<file path="src/rtl/instr_sequencer_pkg.sv">
// instr_sequencer_pkg: shared encodings for the instruction sequencer
package instr_sequencer_pkg;
  localparam logic [2:0] OPC_MOV = 3'b110;
  localparam logic [2:0] OPC_ALU = 3'b101;
  localparam logic [1:0] OP_MOVI = 2'b10;
  localparam logic [1:0] OP_MOVR = 2'b00;
  localparam logic [1:0] ALU_ADD = 2'b00;
  localparam logic [1:0] VSEL_IMM8 = 2'b01;
  localparam logic [1:0] VSEL_C = 2'b11;
  typedef enum logic [2:0] {
    S_WAIT, S_DECODE, S_GET_A, S_GET_B, S_ALU, S_WR_REG, S_WR_IMM
  } state_e;
  typedef enum logic [2:0] {
    K_MOVI, K_MOVR, K_ADD, K_CMP, K_AND, K_MVN, K_ILL
  } kind_e;
endpackage

</file>
<file path="src/rtl/instr_dec.sv">
// instr_dec: splits the instruction register into fields, sign-extends immediates, classifies the opcode
module instr_dec
  import instr_sequencer_pkg::*;
#(
  parameter int WIDTH = 16
) (
  input  logic [WIDTH-1:0] ir,
  output logic [2:0]       rn,
  output logic [2:0]       rd,
  output logic [2:0]       rm,
  output logic [1:0]       sh,
  output logic [1:0]       op,
  output logic [WIDTH-1:0] sximm8,
  output logic [WIDTH-1:0] sximm5,
  output kind_e            kind
);
  assign rn = ir[10:8];
  assign rd = ir[7:5];
  assign sh = ir[4:3];
  assign rm = ir[2:0];
  assign op = ir[12:11];
  assign sximm8 = {{(WIDTH-8){ir[7]}}, ir[7:0]};
  assign sximm5 = {{(WIDTH-5){ir[4]}}, ir[4:0]};
  // Anything outside the MOV/ALU opcode groups, or MOV with op 01/11, is illegal.
  always_comb
    kind = (ir[15:13] == OPC_MOV) ? (op == OP_MOVI ? K_MOVI : op == OP_MOVR ? K_MOVR : K_ILL)
         : (ir[15:13] == OPC_ALU) ? (op == 2'b00 ? K_ADD : op == 2'b01 ? K_CMP : op == 2'b10 ? K_AND : K_MVN)
         : K_ILL;
endmodule

</file>
<file path="src/rtl/instr_sequencer.sv">
// instr_sequencer: instruction register plus Moore FSM driving the datapath controls
module instr_sequencer
  import instr_sequencer_pkg::*;
#(
  parameter int WIDTH = 16
) (
  input  logic             clk,
  input  logic             reset,
  input  logic             load,
  input  logic             s,
  input  logic [WIDTH-1:0] in,
  output logic             w,
  output logic             err,
  output logic [2:0]       readnum,
  output logic [2:0]       writenum,
  output logic             write,
  output logic [1:0]       vsel,
  output logic             loada,
  output logic             loadb,
  output logic             loadc,
  output logic             loads,
  output logic             asel,
  output logic             bsel,
  output logic [1:0]       shift,
  output logic [1:0]       ALUop,
  output logic [WIDTH-1:0] sximm8,
  output logic [WIDTH-1:0] sximm5
);
  state_e state_q, state_d;
  logic [WIDTH-1:0] ir_q, ir_d;
  logic err_q, err_d;
  logic [2:0] rn, rd, rm;
  logic [1:0] op;
  kind_e kind;

  instr_dec #(.WIDTH(WIDTH)) u_dec (
    .ir(ir_q), .rn(rn), .rd(rd), .rm(rm), .sh(shift), .op(op),
    .sximm8(sximm8), .sximm5(sximm5), .kind(kind)
  );

  assign err = err_q;
  assign bsel = 1'b0;

  // Next state, IR/err updates and Moore output decode; everything defaults to idle.
  always_comb begin
    state_d = state_q;
    ir_d = ir_q;
    err_d = err_q;
    w = 1'b0;
    readnum = 3'd0;
    writenum = 3'd0;
    write = 1'b0;
    vsel = 2'b00;
    loada = 1'b0;
    loadb = 1'b0;
    loadc = 1'b0;
    loads = 1'b0;
    asel = 1'b0;
    ALUop = ALU_ADD;
    case (state_q)
      S_WAIT: begin
        w = 1'b1;
        if (load) ir_d = in;
        else if (s) begin
          state_d = S_DECODE;
          err_d = 1'b0;
        end
      end
      S_DECODE: begin
        state_d = kind == K_MOVI ? S_WR_IMM
                : (kind == K_ADD || kind == K_CMP || kind == K_AND) ? S_GET_A
                : (kind == K_MOVR || kind == K_MVN) ? S_GET_B
                : S_WAIT;
        err_d = kind == K_ILL;
      end
      S_GET_A: begin
        readnum = rn;
        loada = 1'b1;
        state_d = S_GET_B;
      end
      S_GET_B: begin
        readnum = rm;
        loadb = 1'b1;
        state_d = S_ALU;
      end
      S_ALU: begin
        asel = kind == K_MOVR || kind == K_MVN;
        ALUop = kind == K_MOVR ? ALU_ADD : op;
        loadc = 1'b1;
        loads = kind != K_MOVR;
        state_d = kind == K_CMP ? S_WAIT : S_WR_REG;
      end
      S_WR_REG: begin
        vsel = VSEL_C;
        writenum = rd;
        write = 1'b1;
        state_d = S_WAIT;
      end
      S_WR_IMM: begin
        vsel = VSEL_IMM8;
        writenum = rn;
        write = 1'b1;
        state_d = S_WAIT;
      end
      default: state_d = S_WAIT;
    endcase
  end

  // State, IR and sticky error registers; reset abandons any instruction in flight.
  always_ff @(posedge clk or posedge reset)
    if (reset) begin
      state_q <= S_WAIT;
      ir_q <= '0;
      err_q <= 1'b0;
    end else begin
      state_q <= state_d;
      ir_q <= ir_d;
      err_q <= err_d;
    end
endmodule
</file>
<file path="config.mk">
export PLATFORM = sky130hd
export DESIGN_NAME = instr_sequencer
export DESIGN_NICKNAME = d
export VERILOG_FILES = /design/src/rtl/instr_sequencer_pkg.sv /design/src/rtl/instr_dec.sv /design/src/rtl/instr_sequencer.sv
export SDC_FILE = /design/constraint.sdc
export NUM_CORES = 1
export LEC_CHECK = 0
export CAP_MARGIN = 20
export CORE_ASPECT_RATIO = 1.75
export CORE_MARGIN = 3
export CORE_UTILIZATION = 39
export DETAILED_ROUTE_END_ITERATION = 10
export GPL_ROUTABILITY_DRIVEN = 0
export PLACE_DENSITY_LB_ADDON = 0.3
export SETUP_SLACK_MARGIN = 0.1
export SLEW_MARGIN = 20
export SYNTH_ARGS = -nofsm -noshare
export SYNTH_HDL_FRONTEND = slang
export SYNTH_SLANG_ARGS = --single-unit
</file>
<file path="constraint.sdc">
create_clock -name clk -period 1.7 [get_ports clk]
set_input_delay 0.17 -clock clk [delete_from_list [all_inputs] [get_ports clk]]
set_output_delay 0.17 -clock clk [all_outputs]
set_load 0.02 [all_outputs]
</file>
### Word level (Yosys, flattened, before mapping)

Index checks and enable logic that the tools add are counted.
Widths: inputs -> output; s select.

* output and inout bits: 53
* register bits after elaboration: 20
* logic and storage cells: 62
* bits of input ports: 20

* reduce and logical (&&, ||, !) cells: 11
* muxes and demuxes: 29
* equality and inequality tests: 19

Operators with widths (count)
* $mux 3: 10
* $eq 3x3->1 const B: 8
* $pmux 3 s5: 1
* $eq 3x2->1 const B: 4
* $pmux 3 s2: 2
* $mux 1: 10
* $mux 2: 4
* $eq 3x1->1 const B: 2
* $logic_not 3->1: 2
* $ne 2x2->1 const B: 2
* $pmux 2 s2: 1
* $reduce_and 2->1: 2
* $logic_or 1x1->1: 3
* $ne 3x1->1 const B: 1
* $reduce_and 3->1: 1
* $eq 2x1->1 const B: 1
* $eq 2x2->1 const B: 1
* $logic_not 2->1: 1
* $pmux 1 s2: 1
* $reduce_bool 2->1: 1
* $reduce_or 2->1: 1

### Logic depth before layout (Yosys ltp)

* depth after elaboration: 12
* depth in mapped cells: 6
* gate-level depth less buffers: 3

### Hierarchy

A second synthesis with hierarchy kept.

* cell total of the unflattened synthesis: 143
* area total of the unflattened synthesis: 1475.2 um2

Modules (own cells, without submodules)
* instr_sequencer: cells each 90, area each 1074.8 um2, instances 1, seq. area each 500.5 um2
* instr_dec: cells each 53, area each 400.4 um2, instances 1, seq. area each 0.0 um2

### Worst setup path after synthesis

OpenSTA, ideal clock, no wires.

* path kind: flip-flop to flip-flop
* from: register state_q[1]
* to: register ir_q[0]
* slack: 0.059 ns
* stages on the path, launching flop included: 7
* path buffers: 3
* arrival: 1.516 ns
* path through: dfrtp_1 buf_2 nor3_4 and2_4 buf_6 buf_12 mux2_4

* word-level cells in the longest chain between the ends: 2

Ends and longest elaborated chain
* start: declaration: RTL line instr_sequencer.sv:29 `state_e state_q, state_d;`
* start signal: assignment: RTL line instr_sequencer.sv:116 `state_q <= state_d;`
* $logic_not 3->1: RTL line instr_sequencer.sv:60 `case (state_q)`
* $reduce_and 2->1 (no source line)
* end signal: assignment: RTL line instr_sequencer.sv:117 `ir_q <= ir_d;`
* end: declaration: RTL line instr_sequencer.sv:30 `logic [WIDTH-1:0] ir_q, ir_d;`

No other way between the ends.
A chain may end at the register's enable or synchronous reset.

### Final worst setup path

* from: register state_q[0]
* to: output writenum[0]

* word-level cells in the longest chain between the ends: 2
* elaborated cells between the ends (all ways): 3
* those cells by class: eq/ne: 2; mux: 1

Ends and longest elaborated chain
* $eq 3x3->1: RTL line instr_sequencer.sv:60
* $pmux 3 s2 *: RTL line instr_sequencer.sv:60
* end: declaration: RTL line instr_sequencer.sv:15 `output logic [2:0] writenum,`

Mark *: on every way between the ends. The rest lies on a longest branch, timed or not.

==> flow_metrics.env <==
export IMPL_status="finished clean"
export IMPL_cp_buffers_inverters=3
export IMPL_critPathTopFamily="flip-flops"
export IMPL_wl_met3_um=271
export IMPL_cts_tree="done"
export IMPL_setup_viol=0
export IMPL_numCtsBuffers=3
export IMPL_end_kind="primary output"
export IMPL_reg2reg_slack_ns=0.07
export IMPL_clockBufferDepth=2
export IMPL_netlist_instances=130
export IMPL_avgViaCountPerCell=4.80
export IMPL_detail_route_antenna_nets=0
export IMPL_worst_setup_path_start_kind="flip-flop"
export IMPL_grt_pass1_wl_mm=5.50
export IMPL_htree_num_levels=1
export IMPL_post_route_min_period_ns=1.65
export IMPL_drv_cap=0
export IMPL_p_leak_nw=1.10
export IMPL_synth_cell_types=33
export IMPL_arrival_ns=1.48
export IMPL_post_drt_wl_per_cell_um=14.3
export IMPL_num_io_pins=73
export IMPL_clock_latency_ns=0.26
export IMPL_synth_area_leader_cell="dfrtp_1"
export IMPL_initial_utilization=0.421
export IMPL_grt_pass1_vias=1190
export IMPL_nFillCells=267
export IMPL_firstDrtPassIters=4
export IMPL_worstSetupPathType="flip-flop to primary output"
export IMPL_synth_yosys_seq_area_share=0.367
export IMPL_synth_area_leaders="dfrtp_1 37%, buf_4 20%, mux2_4 11%, mux2_2 4.9%, nor2_1 2.7%"
export IMPL_postSynthAreaPerCell_um2=10.5
export IMPL_p_per_area_nw_per_um2=2240
export IMPL_finalWirelength_mm=3.31
export IMPL_hold_violations=0
export IMPL_r2r_end="ir_q[3]"
export IMPL_critPathMaxFanout=5
export IMPL_reg2reg_from="state_q[0]"
export IMPL_antenna_found_initial=0
export IMPL_grt_use_total=0.163
export IMPL_period_share=0.969
export IMPL_max_freq_mhz=607
export IMPL_final_core_util=0.665
export IMPL_synthDominantCellAreaShare=0.367
export IMPL_layout_cells_non_filler=232
export IMPL_rr_worst_depth=6
export IMPL_route_met2_wl_mm=1.86
export IMPL_grt_max_degree=21
export IMPL_cts_sinks=20
export IMPL_synth_seq_cells=20
export IMPL_m1WireLength_mm=1.13
export IMPL_first_iter_violations=12
export IMPL_crit_chain="buf_6 > and2b_1 > buf_6 > a22oi_2 > nor2_1 > buf_4"
export IMPL_dp_cells=221
export IMPL_ff_latch_area_um2=505
export IMPL_path_depth=6
export IMPL_drive_above_1_share=0.386
export IMPL_dieWidth_um=50.7
export IMPL_ir_drop_uv=1260
export IMPL_skew_ns=0.00650
export IMPL_die_area_um2=4270
export IMPL_num_antenna_cells=0
export IMPL_clk_pin_slew_ns=0.08
export IMPL_crit_end="writenum[0]"
export IMPL_max_stage_delay_ns=0.43
export IMPL_nNetsFinal=210
export IMPL_overflow=0
export IMPL_crit_top_cell="buf_6"
export IMPL_synth_warnings=0
export IMPL_multi_input_area_um2=593
export IMPL_port_buffers=71
export IMPL_rows=27
export IMPL_maxSlewViolCount=0
export IMPL_top_layer="met4"
export IMPL_required_ns=1.53
export IMPL_worstHoldPathType="input port to asynchronous set/reset pin"
export IMPL_rsz0062_at_grt="yes"
export IMPL_die_h_um=84.3
export IMPL_areaGrowthSynthToFinish_pct=58.0
export IMPL_synth_nets=150
export IMPL_startpoint="state_q[0]"
export IMPL_route_detailed_drc=0
export IMPL_vias=1114
export IMPL_synth_cell_area_um2=1370
export IMPL_cp_slowest_cell="dfrtp_2"
export IMPL_clockRootBuffer="clkbuf_8"
export IMPL_dp_hpwl_mm=2.54
export IMPL_coreArea_um2=3240
==> worst min path at each step <==
stage / start / endpoint / slack [ns] / cells after the start
6_report: reset / ir_q[2] / 0.22 / 3
2_1_floorplan: reset / err / 0.13 / 1
4_1_cts: reset / ir_q[14] / 0.23 / 3
5_1_grt: reset / ir_q[2] / 0.29 / 3
3_5_place_dp: err / err / 0.48 / 1
3_3_place_gp: err / err / 0.48 / 1
==> final cells by class <==
class,count,share of cell area
Clock inverter,1,0.0139
Inverter,3,0.00522
Clock buffer,3,0.0191
Tap cell,43,0.0249
Multi-Input combinational cell,67,0.275
Timing Repair Buffer,95,0.427
Sequential cell,20,0.234
==> synthesized netlist by cell type <==
library cell  instances
o211ai_1              1
buf_12                1
and2b_1               2
mux2_2                6
buf_6                 1
dfrtp_1              20
o21a_1                1
nor4b_1               1
mux2_4               10
nor2b_1               4
o22ai_1               1
conb_1                1
nand3b_1              1
and2_1                2
nand4_1               1
nor3_4                1
o21ai_1               1
buf_4                36
buf_2                 2
a22oi_1               3
nor3b_1               1
nand2b_1              3
nand2_1               4
a21oi_1               1
nor2_1               10
mux2i_1               3
and2_4                1
nor3b_2               1
inv_1                 3
nand3_1               1
and4b_1               1
a32o_1                1
o21ai_0               4
==> worst register-to-register path: stages (launching register included) <==
cell and delay, ns:
dfrtp_2 0.43, buf_6 0.13, buf_6 0.11, nor3_4 0.18, and2_4 0.22, buf_6 0.14, mux2_4 0.30
==> metal layers <==
layer / vias to the layer above / track usage
met2: 57 / 0.319
met1: 531 / 0.163
met3: 6 / 0.0373
met5: - / 0
met4: 0 / 0.0441
li1: 520 / -
==> stage by stage <==
stage	power [mW]	instance area (um^2)	setup slack, ns	setup TNS, ns	hold slack, ns
detailed placement	4.16	1960	-0.146	-0.614	0.481
CTS	4.78	2090	-0.0357	-0.0650	0.232
floorplan	3.26	1370	0.0600	0	0.134
global placement	4.07	1960	-0.0519	-0.298	0.484
finish	4.83	2160	0.0522	0	0.223
global route	5.12	2160	-0.0173	-0.0173	0.287
==> kinds of logic after synthesis <==
family,count (synthesis),synth area share
and+or+nand+nor,34,0.151
other,1,0.00275
AOI/OAI and AO/OA,13,0.0614
buffers and inverters,43,0.236
muxes,19,0.181
DFF,20,0.367
==> state kept, by name (all words and copies together) (netlist names) <==
name	cells
ir_q	16
state_q	3
err	1
==> what timing repair did <==
action / CTS / global route
setup endpoints to repair: 45 / 49
resized for setup: 64 / 51
hold buffers: 0 / 0
setup buffers: 7 / 0
pin swaps: 5 / 5
==> layout by cell type, fill, tap and decap left out, drive strengths merged, types with 2 or more instances in the layout <==
cell type and n:
clkbuf 5, and2 3, o21ai 5, clkdlybuf4s50 38
nor2b 4, mux2i 3, dlymetal6s2s 16, buf 38
mux2 16, and2b 2, nand2b 3, nor2 10
a22oi 3, inv 3, dfrtp 20, nand2 4
nor3b 2
==> power by group <==
group	switching [mW]	leakage, nW	internal (mW)
combinational	1.51	0.833	1.82
clock	0.158	0.0357	0.314
sequential	0.298	0.234	0.730
Note: power is estimated with default switching activity, not from simulation.
